--- src/rtl/mix_columns_iter.sv ---
// Iterative AES MixColumns / InvMixColumns engine. Transforms COLS_PER_CYCLE
// columns per BUSY cycle; the 4-bit round header rides alongside the state.

module mix_col (
    input  logic        inv_i,
    input  logic [31:0] col_i,
    output logic [31:0] col_o
);
    function automatic logic [7:0] xt(input logic [7:0] b);
        return {b[6:0], 1'b0} ^ (b[7] ? 8'h1b : 8'h00);
    endfunction

    logic [3:0][7:0] a, m2, m3, m4, m8, m9, mb, md, me;

    genvar r;
    for (r = 0; r < 4; r++) begin : g_row
        localparam int R1 = (r + 1) % 4;
        localparam int R2 = (r + 2) % 4;
        localparam int R3 = (r + 3) % 4;
        assign a[r]  = col_i[r*8 +: 8];
        assign m2[r] = xt(a[r]);
        assign m4[r] = xt(m2[r]);
        assign m8[r] = xt(m4[r]);
        assign m3[r] = m2[r] ^ a[r];
        assign m9[r] = m8[r] ^ a[r];
        assign mb[r] = m8[r] ^ m2[r] ^ a[r];
        assign md[r] = m8[r] ^ m4[r] ^ a[r];
        assign me[r] = m8[r] ^ m4[r] ^ m2[r];
        // Row r uses row 0's coefficients rotated right by r.
        assign col_o[r*8 +: 8] = inv_i ? (me[r] ^ mb[R1] ^ md[R2] ^ m9[R3])
                                       : (m2[r] ^ m3[R1] ^ a[R2] ^ a[R3]);
    end
endmodule

module mix_columns_iter #(
    parameter int         COLS_PER_CYCLE = 1,
    parameter logic [3:0] BYPASS_HDR     = 4'd10
) (
    input  logic         clk,
    input  logic         n_rst,
    input  logic         flush,
    input  logic         in_valid,
    output logic         in_ready,
    input  logic         in_mode,
    input  logic [131:0] in_data,
    output logic         out_valid,
    input  logic         out_ready,
    output logic [131:0] out_data,
    output logic         busy
);
    localparam int N = 4 / COLS_PER_CYCLE;
    localparam logic [1:0] S_IDLE = 2'd0;
    localparam logic [1:0] S_BUSY = 2'd1;
    localparam logic [1:0] S_DONE = 2'd2;

    logic [1:0]   state_q, state_d;
    logic [1:0]   cnt_q, cnt_d;
    logic [3:0]   hdr_q, hdr_d;
    logic [127:0] data_q, data_d;
    logic         mode_q, mode_d;
    logic         accept;

    logic [COLS_PER_CYCLE-1:0][31:0] lane_in, lane_out;
    logic [COLS_PER_CYCLE-1:0][1:0]  lane_col;

    genvar l;
    for (l = 0; l < COLS_PER_CYCLE; l++) begin : g_lane
        assign lane_col[l] = 2'((int'(cnt_q) * COLS_PER_CYCLE) + l);
        assign lane_in[l]  = data_q[{lane_col[l], 5'd0} +: 32];
        mix_col u_col (
            .inv_i (mode_q),
            .col_i (lane_in[l]),
            .col_o (lane_out[l])
        );
    end

    assign in_ready = ~flush & ((state_q == S_IDLE) | ((state_q == S_DONE) & out_ready));
    assign accept   = in_valid & in_ready;

    always_comb begin
        state_d = state_q;
        cnt_d   = cnt_q;
        hdr_d   = hdr_q;
        data_d  = data_q;
        mode_d  = mode_q;
        if (flush) begin
            state_d = S_IDLE;
            cnt_d   = 2'd0;
        end else if (accept) begin
            hdr_d  = in_data[131:128];
            data_d = in_data[127:0];
            mode_d = in_mode;
            cnt_d  = 2'd0;
            if (in_data[131:128] == 4'd0)
                state_d = S_IDLE;
            else if (in_data[131:128] == BYPASS_HDR)
                state_d = S_DONE;
            else
                state_d = S_BUSY;
        end else begin
            case (state_q)
                S_BUSY: begin
                    for (int i = 0; i < COLS_PER_CYCLE; i++)
                        data_d[{lane_col[i], 5'd0} +: 32] = lane_out[i];
                    cnt_d = cnt_q + 2'd1;
                    if (cnt_q == 2'(N - 1))
                        state_d = S_DONE;
                end
                S_DONE: if (out_ready) state_d = S_IDLE;
                default: state_d = S_IDLE;
            endcase
        end
    end

    always_ff @(posedge clk or negedge n_rst) begin
        if (!n_rst) begin
            state_q <= S_IDLE;
            cnt_q   <= 2'd0;
            hdr_q   <= 4'd0;
            data_q  <= 128'd0;
            mode_q  <= 1'b0;
        end else begin
            state_q <= state_d;
            cnt_q   <= cnt_d;
            hdr_q   <= hdr_d;
            data_q  <= data_d;
            mode_q  <= mode_d;
        end
    end

    assign out_valid = (state_q == S_DONE);
    assign busy      = (state_q != S_IDLE);
    assign out_data  = out_valid ? {hdr_q, data_q} : 132'd0;
endmodule

--- config.mk ---
export PLATFORM = sky130hd
export DESIGN_NAME = mix_columns_iter
export DESIGN_NICKNAME = d
export VERILOG_FILES = /design/src/rtl/mix_columns_iter.sv
export SDC_FILE = /design/constraint.sdc
export NUM_CORES = 1
export LEC_CHECK = 0
export CORE_MARGIN = 2
export CORE_UTILIZATION = 50
export CTS_BUF_LIST = sky130_fd_sc_hd__clkbuf_4
export DETAILED_ROUTE_END_ITERATION = 7
export PLACE_DENSITY = 0.89
export SLEW_MARGIN = 20
export SYNTH_ARGS = -nofsm -noshare
export SYNTH_HDL_FRONTEND = slang
export SYNTH_SLANG_ARGS = --single-unit
--- constraint.sdc ---
create_clock -name clk -period 3.6 [get_ports clk]
set_input_delay 0.72 -clock clk [delete_from_list [all_inputs] [get_ports clk]]
set_output_delay 0.72 -clock clk [all_outputs]
set_load 0.05 [all_outputs]
==> results.json <==
{
  "status": "finished, final reports clean",
  "routabilityCongestion": 1.00,
  "slowest_stage": "mux4_2",
  "slew_viol_final": 0,
  "synth_enable_flop_cells": 0,
  "antenna_found_initial": 2,
  "grt_remaining_overflow": 0,
  "finalSetupViolations": 0,
  "cts_root_buffer": "clkbuf_4",
  "synth_common_cells": "nor2_1 (144), dfrtp_1 (137), and2_1 (133), xnor2_1 (130), clkbuf_1 (67)",
  "rr_worst_depth": 10,
  "initial_core_util": 0.513,
  "synth.avg_cell_area_um2": 9.84,
  "cts_buffers": 17,
  "tightest_slew_ns": 0.815,
  "start_kind": "flop",
  "pre_cts_ws_ns": 0.0725,
  "io-pin-count": 273,
  "viasPerCell": 6.05,
  "synthCells": 1065,
  "cts_tree": "yes",
  "clock_sink_count": 137,
  "track_usage": 0.350,
  "ys_types": 44,
  "area_growth_pct": 35.1,
  "period_minus_slack_ns": 3.53,
  "grt_max_degree": 82,
  "worst_setup_path_end_kind": "flop",
  "die_area_mm2": 0.0221,
  "drt-initial-drc-count": 1246,
  "setup_slack_ns": 0.0710,
  "worstSkewPairLatency_ns": 0.58,
  "ys_warn_count": 0,
  "cts_max_level": 4,
  "core_mm2": 0.0204,
  "relSlewSlack": 0.457,
  "wl_per_cell_um": 23.4,
  "critical_path_arrival_ns": 4.04,
  "synthFlopType": "dfrtp_1",
  "yosysSeqAreaShare": 0.327,
  "die_x_um": 149,
  "io_buffers": 272,
  "drive_gt1_frac": 0.132,
  "yosysMostFrequentCell": "nor2_1",
  "cp.depth": 10,
  "drc": 0,
  "dp_hpwl_mm": 29.0,
  "cts.clk_slew.worst_paths_ns": 0.14,
  "synth_area_leaders": "dfrtp_1 (33%), xnor2_1 (11%), and2_1 (7.9%), mux4_2 (6.7%), xnor3_1 (6.0%)",
  "drt_wl_total_mm": 38.3,
  "drv_cap": 0,
  "crit_fanout": 8,
  "fin_crit_sh": 0.980,
  "drt.antenna.violating_nets": 0,
  "skew_ns": 0.0194,
  "syn-num-nets": 1208,
  "crit_path_cell_trace": "buf_4 -> mux4_2 -> xnor3_1 -> buf_4 -> xor2_2 -> xnor2_2 -> xnor3_1 -> a21oi_2 -> a221oi_1 -> nor2_1",
  "synthArstFlopShare": 1.00,
  "yosys.area.top_type_share": 0.327,
  "critPathBufInv": 2,
  "dr.pass1.iters": 8,
  "clk_path_buf_depth": 2,
  "hold_buffers": 0,
  "synth_area_mm2": 0.0105,
  "ys_seq_elements": 137,
  "grt_first_pass_wirelength_mm": 58.4,
  "fin_nets": 1493,
  "path_class": "reg2reg",
  "hp-class": "in2async",
  "fp.dieH_um": 149,
  "path_delay_family": "XOR/XNOR gates",
  "fmax_mhz": 283,
  "num_rows": 52,
  "synth_area_leader_cell": "dfrtp_1",
  "via_count": 9888,
  "grt_pass1_vias": 9922,
  "required_ns": 4.12,
  "crit_path_max_incr_delay_ns": 0.61,
  "hold_viol_final": 0
}
[through the flow]
stage / cell area [um^2] / std cells / hold WS [ns] / util / setup TNS, ns
floorplan: 10500 / 1065 / 0.424 / - / 0
global placement: 13800 / 1592 / 0.449 / 0.674 / 0
detailed placement: 13800 / 1592 / 0.459 / 0.674 / 0
CTS: 14000 / 1624 / 0.192 / 0.687 / 0
global route: 14200 / 1635 / 0.201 / 0.693 / -0.0175
finish: 14200 / 1635 / 0.175 / 0.693 / 0
[flip-flops by register name (all words and copies together), names as in the netlist]
name / cells
mode_q: 1
hdr_q: 4
cnt_q: 2
data_q: 128
state_q: 2
[what timing repair did]
item                       4_1_cts  5_1_grt
setup endpoints to repair        0      140
setup buffers                    0        9
gates resized for setup          0        8
[worst reg2reg max path: stages (launching register included)]
cell      delay [ns]
dfrtp_2         0.51
buf_4           0.17
mux4_2          0.62
xnor3_1         0.54
buf_4           0.17
xor2_2          0.23
xnor2_2         0.17
xnor3_1         0.48
a21oi_2         0.30
a221oi_1        0.13
nor2_1          0.16
[layer usage]
| metal | part of all wire | track usage |
|---|---|---|
| met2 | 0.47 | 0.556 |
| met1 | 0.40 | 0.495 |
| met4 | 0.032 | 0.110 |
| met3 | 0.094 | 0.0609 |
| met5 | 0 | 0 |
[final cells by class]
class	count	area [um^2]
Clock buffer	17	128
Tap cell	270	338
Inverter	2	7.51
Clock inverter	15	140
Antenna cell	2	5.00
Sequential cell	137	3430
Multi-Input combinational cell	833	6680
Timing Repair Buffer	359	3430
Fill cell	1569	6270
[cell usage in the layout, fill, tap and decap left out, types with 6 or more instances in the layout]
cell,instances
a21oi_1,23
a221oi_1,60
a22oi_1,52
a2bb2oi_1,9
and2_1,132
buf_4,83
clkbuf_4,17
clkdlybuf4s50_1,270
dfrtp_1,136
mux2i_1,6
mux4_2,31
nand2_1,42
nor2_1,144
o21a_1,7
o21ai_0,56
o21ai_1,13
xnor2_1,126
xnor2_2,12
xnor3_1,28
xor2_1,48
[cells by family after synthesis]
group                    after synthesis  synth area share
multiplexers                          39            0.0762
AO/OA/AOI/OAI                        230             0.151
buffers and inverters                 95            0.0424
AND/OR/NAND/NOR                      335             0.156
adder cells (fa/ha/maj)                5           0.00597
XOR/XNOR                             224             0.241
flip-flops                           137             0.327
[worst paths after layout]
path                                           start                 endpoint  slack (ns)
min in group clk                hdr_q[2]$_DFFE_PN0P_     hdr_q[2]$_DFFE_PN0P_        0.49
worst max-delay path            cnt_q[0]$_DFFE_PN0P_  data_q[108]$_DFFE_PN0P_        0.07
max in group asynchronous                      n_rst   data_q[74]$_DFFE_PN0P_        2.63
worst min-delay path                           n_rst   data_q[31]$_DFFE_PN0P_        0.18
worst max register to register  cnt_q[0]$_DFFE_PN0P_  data_q[108]$_DFFE_PN0P_        0.07
worst min register to register  hdr_q[2]$_DFFE_PN0P_     hdr_q[2]$_DFFE_PN0P_        0.49
Power is left out: the tool's default activity adds up to more than one toggle a clock period on the data nets, which glitch-free logic cannot reach.
